[config.mk]
export PLATFORM = sky130hd
export DESIGN_NAME = loop_group_scheduler
export DESIGN_NICKNAME = d
export VERILOG_FILES = /design/src/rtl/loop_group_scheduler.sv
export SDC_FILE = /design/constraint.sdc
export NUM_CORES = 1
export LEC_CHECK = 0
export ABC_AREA = 1
export CORE_MARGIN = 1.5
export CORE_UTILIZATION = 55
export DETAILED_ROUTE_END_ITERATION = 7
export PLACE_DENSITY_LB_ADDON = 0.25
export SYNTH_ARGS = -nofsm -noshare
export SYNTH_HDL_FRONTEND = slang
export SYNTH_SLANG_ARGS = --single-unit
[constraint.sdc]
create_clock -name clk -period 4.74 [get_ports clk]
set_input_delay 0.948 -clock clk [delete_from_list [all_inputs] [get_ports clk]]
set_output_delay 0.948 -clock clk [all_outputs]
set_load 0.01 [all_outputs]
[src/rtl/loop_group_scheduler.sv]
// Round-robin time-slicing scheduler sharing one grouped loop FSM among up to NUM_MAX_GROUPS
// armed loop groups; launches on block start, preempts on quantum expiry, reports block completion.
module loop_group_scheduler #(
  parameter int GROUP_ID_W     = 2,
  parameter int NUM_MAX_GROUPS = 1 << GROUP_ID_W,
  parameter int QUANTUM_W      = 8
) (
  input  logic                  clk,
  input  logic                  reset,
  input  logic                  start,
  input  logic                  stall,
  input  logic                  cfg_loop_iter_v,
  input  logic [GROUP_ID_W-1:0] cfg_loop_group_id,
  input  logic                  cfg_quantum_v,
  input  logic [QUANTUM_W-1:0]  cfg_quantum,
  input  logic                  fsm_done,
  output logic [GROUP_ID_W-1:0] loop_group_id,
  output logic                  fsm_start,
  output logic                  block_done,
  output logic                  busy,
  output logic [7:0]            switch_count
);

  typedef enum logic [2:0] {IDLE, LAUNCH, RUN, SWITCH, FINISH} state_t;

  state_t                    state, state_nx;
  logic                      start_d;
  logic [NUM_MAX_GROUPS-1:0] armed, pending, active_mask, others;
  logic [GROUP_ID_W-1:0]     active, lowest_armed, next_active;
  logic [QUANTUM_W-1:0]      qcnt, quantum;
  logic                      start_rise, expire;

  assign start_rise  = start & ~start_d;
  assign active_mask = {{(NUM_MAX_GROUPS-1){1'b0}}, 1'b1} << active;
  assign others      = pending & ~active_mask;
  assign expire      = (quantum != '0) && !stall && (qcnt == QUANTUM_W'(1));

  always_comb begin
    lowest_armed = '0;
    for (int i = NUM_MAX_GROUPS - 1; i >= 0; i--)
      if (armed[i]) lowest_armed = GROUP_ID_W'(i);
  end

  // Search downward so the nearest pending group after active (wrapping) wins.
  always_comb begin
    next_active = active;
    for (int k = NUM_MAX_GROUPS - 1; k >= 1; k--) begin
      if (pending[(int'(active) + k) % NUM_MAX_GROUPS])
        next_active = GROUP_ID_W'((int'(active) + k) % NUM_MAX_GROUPS);
    end
  end

  always_ff @(posedge clk or negedge reset) begin
    if (!reset) state <= IDLE;
    else        state <= state_nx;
  end

  always_comb begin
    state_nx = state;
    case (state)
      IDLE:    if (start_rise) state_nx = (armed == '0) ? FINISH : LAUNCH;
      LAUNCH:  state_nx = RUN;
      RUN: begin
        if (fsm_done)                     state_nx = (others != '0) ? SWITCH : FINISH;
        else if (expire && others != '0)  state_nx = SWITCH;
      end
      SWITCH:  state_nx = RUN;
      FINISH:  state_nx = IDLE;
      default: state_nx = IDLE;
    endcase
  end

  always_ff @(posedge clk or negedge reset) begin
    if (!reset) begin
      start_d      <= 1'b0;
      armed        <= '0;
      pending      <= '0;
      active       <= '0;
      qcnt         <= '0;
      quantum      <= '0;
      switch_count <= '0;
    end else begin
      start_d <= start;
      if (cfg_quantum_v) quantum <= cfg_quantum;
      // Block completion clears the armed set even against a concurrent config write.
      if (state == FINISH)      armed <= '0;
      else if (cfg_loop_iter_v) armed[cfg_loop_group_id] <= 1'b1;
      case (state)
        IDLE: begin
          if (start_rise && armed != '0) begin
            pending      <= armed;
            active       <= lowest_armed;
            switch_count <= '0;
          end
        end
        LAUNCH: qcnt <= quantum;
        RUN: begin
          if (fsm_done)                          pending[active] <= 1'b0;
          else if (expire) begin
            if (others == '0)                    qcnt <= quantum;
          end else if (!stall && quantum != '0)  qcnt <= qcnt - QUANTUM_W'(1);
        end
        SWITCH: begin
          active <= next_active;
          qcnt   <= quantum;
          if (switch_count != 8'hFF) switch_count <= switch_count + 8'd1;
        end
        FINISH: pending <= '0;
        default: ;
      endcase
    end
  end

  assign loop_group_id = active;
  assign fsm_start     = (state == LAUNCH);
  assign block_done    = (state == FINISH);
  assign busy          = (state != IDLE);

endmodule

==> results_dict.tcl <==
set metrics [dict create \
    die_h_um 70.1 \
    cpPeakStageDelay_ns 0.56 \
    fin_skew_ns 0.0104 \
    fin_nets 403 \
    yosysTopAreaCell "dfrtp_1" \
    overflow 0 \
    ys_warn_count 0 \
    synthCells 348 \
    whs_ns 0.536 \
    path_depth 4 \
    crit_path_cell_trace "inv_2 -> nand2_1 -> nor2_1 -> clkdlybuf4s50_1" \
    cp_max_fo 20 \
    wl_per_cell_um 11.7 \
    tightest_slew_ns 0.853 \
    clk_latency_ns 0.29 \
    rr_worst_depth 10 \
    synth-seq-cells 38 \
    hold_viol_final 0 \
    io_pins 30 \
    grt_max_degree 39 \
    path_clk_slew_ns 0.08 \
    synth_area_per_cell_um2 7.11 \
    netlist.area_leader.share_pct 38.4 \
    clock.fmax_ghz 0.340 \
    yosysUniqueCellTypes 32 \
    via_per_inst 5.07 \
    row_count 24 \
    detail-route-antenna-nets 0 \
    cap_violations 0 \
    ctsResizeCount 0 \
    r2r-end "qcnt[7]" \
    end_kind "output port" \
    htree_levels 2 \
    rr_startpoint "loop_group_id[0]" \
    dpl.hpwl_um 3730 \
    finalCriticalPeriod_ns 2.94 \
    grt_pass1_vias 2015 \
    fin_crit_sh_pct 62.0 \
    cts_buffer_depth 2 \
    power_density_mw_per_mm2 552 \
    slew-limit-headroom_pct 43.2 \
    endpoint "fsm_start" \
    rsz0062_at_grt "no" \
    portBuffers 29 \
    hold_buffers 0 \
    cp-start-kind "flop" \
    antenna_found_initial 0 \
    drc 0 \
    fill_cells 377 \
    arrival_ns 1.99 \
    peakVddDrop_mv 0.248 \
    diodes 0 \
    die_w_um 70.1 \
    grt_usage_pct 22.5 \
    hp-class "flop to flop" \
    cts_tree "built" \
    gp_congestion 0.967 \
    outcome "completed" \
    grt_pass1_wl_um 9000 \
    setup_viol 0 \
    crit_type "flop to output port" \
    numCtsBuffers 5 \
    setup_tns_ns 0 \
    ys_top_cells_by_area "dfrtp_1, nand2_1, inv_1, nand3_1, nor2_1" \
    drt_iter0_markers 192 \
    start_util_pct 56.8 \
    post_cts_buffers 0 \
    crit_path_top_delay_cell "clkdlybuf4s50_1" \
    ff_latch_area_um2 951 \
    core_mm2 0.00435 \
    p_leak_uw 0.00147 \
    r2r_slack_ns 2.78 \
    critPathTopFamily "buffers and inverters" \
    ys_seq_area_share_pct 38.4 \
    syn-num-nets 372 \
    root_buffer "clkbuf_8" \
    die_area_mm2 0.00491 \
    synthToLayoutAreaGrowth_pct 16.7 \
    startpoint "state[2]" \
    routed_wl_um 5040 \
    drt_pass1_iterations 4 \
    cts_num_sinks 38 \
    drv_slew 0 \
    required_ns 3.79 \
    multi_input_area_mm2 0.00129 \
    drive_above_1_share_pct 8.95 \
    vias 2191 \
    syn_area_mm2 0.00247 \
    path_buf_inv 2 \
]
==> layout by cell type (no fill, tap or decap), types with 5 or more instances in the layout <==
| cell type | netlist | layout |
|---|---|---|
| ha_1 | 7 | 7 |
| nand2_1 | 118 | 118 |
| clkbuf_8 | 0 | 6 |
| o21ai_0 | 19 | 19 |
| xor2_1 | 5 | 5 |
| o21ai_1 | 5 | 5 |
| nor2_1 | 26 | 26 |
| o22ai_1 | 5 | 5 |
| inv_1 | 46 | 46 |
| clkdlybuf4s50_1 | 0 | 28 |
| inv_2 | 5 | 5 |
| nand3_1 | 29 | 29 |
| a21oi_1 | 8 | 8 |
| dfrtp_1 | 38 | 38 |
==> layout make-up <==
cell class              count  share of cell area (%)
clock buffers               6                    2.86
clock inverters             2                   0.564
repair buffers             29                    9.88
multi-input cells         253                    44.6
inverters                  52                    6.85
flip-flops and latches     38                    32.9
well taps                  52                    2.25
==> routing by layer <==
| layer | GRT usage, % | part of all wire (%) | vias to the layer above |
|---|---|---|---|
| met5 | 0 | 0 | - |
| met4 | 5.13 | 0.83 | 0 |
| met1 | 33.1 | 52 | 987 |
| met3 | 3.61 | 3.0 | 4 |
| met2 | 35.1 | 44 | 37 |
| li1 | - | - | 1163 |
==> state kept, by name, summed over array words and instances (netlist names) <==
signal	count
loop_group_id	2
quantum	8
start_d	1
armed	4
switch_count	8
pending	4
state	3
qcnt	8
==> per-stage QoR <==
stage	power (µW)	instance area [µm²]	setup slack [ns]	utilization [%]	instances
floorplan	1160	2470	2.70	-	348
global placement	1330	2790	2.13	64.0	424
detailed placement	1360	2790	2.09	64.0	424
CTS	1600	2890	1.79	66.3	432
global route	1760	2890	1.65	66.3	432
finish	1590	2890	1.80	66.3	432
==> worst register-to-register path, cell delays in order (launching register included) <==
cell and delay, ns:
dfrtp_1 0.56, inv_1 0.15, ha_1 0.22, inv_1 0.06
nand2_1 0.06, nand2_1 0.06, nor2_1 0.09, o211ai_4 0.34
nand2_4 0.15, nand2_1 0.11, nand2_1 0.05
==> cells in the mapped netlist <==
master / instances
nand2_1: 118
inv_1: 46
dfrtp_1: 38
nand3_1: 29
nor2_1: 26
o21ai_0: 19
a21oi_1: 8
ha_1: 7
inv_2: 5
o21ai_1: 5
o22ai_1: 5
xor2_1: 5
nor2_2: 4
nor3_1: 4
nand2_2: 3
nand2_4: 3
nand3b_1: 3
nand4_1: 3
buf_2: 2
buf_6: 2
o21ai_2: 2
a21boi_4: 1
a31oi_2: 1
clkbuf_1: 1
inv_4: 1
nand3_4: 1
nand3b_4: 1
nor2_4: 1
o211ai_1: 1
o211ai_4: 1
or2_2: 1
xnor2_1: 1
==> how the worst min path moves through the flow <==
stage / startpoint / endpoint / slack [ns] / cells after the start
floorplan: armed[1] / armed[1] / 0.47 / 2
global placement: armed[1] / armed[1] / 0.50 / 2
detailed placement: armed[1] / armed[1] / 0.51 / 2
CTS: armed[1] / armed[1] / 0.53 / 2
global route: armed[3] / armed[3] / 0.57 / 2
finish: armed[1] / armed[1] / 0.54 / 2
==> kinds of logic (layout without fill, tap and decap cells) <==
logic type / count (synthesis) / after routing / share of synthesized area [%]
XOR/XNOR: 6 / 6 / 2.12
flip-flops: 38 / 38 / 38.4
buffers and inverters: 57 / 89 / 9.46
AO/OA/AOI/OAI: 43 / 43 / 10.9
AND/OR/NAND/NOR: 197 / 197 / 35.6
adder cells (fa/ha/maj): 7 / 7 / 3.54
==> power breakdown <==
part / internal (µW) / switching, µW
sequential: 412 / 92.7
clock: 120 / 119
combinational: 321 / 529
total: 852 / 741
No activity file was read; power rests on OpenSTA's default activity.
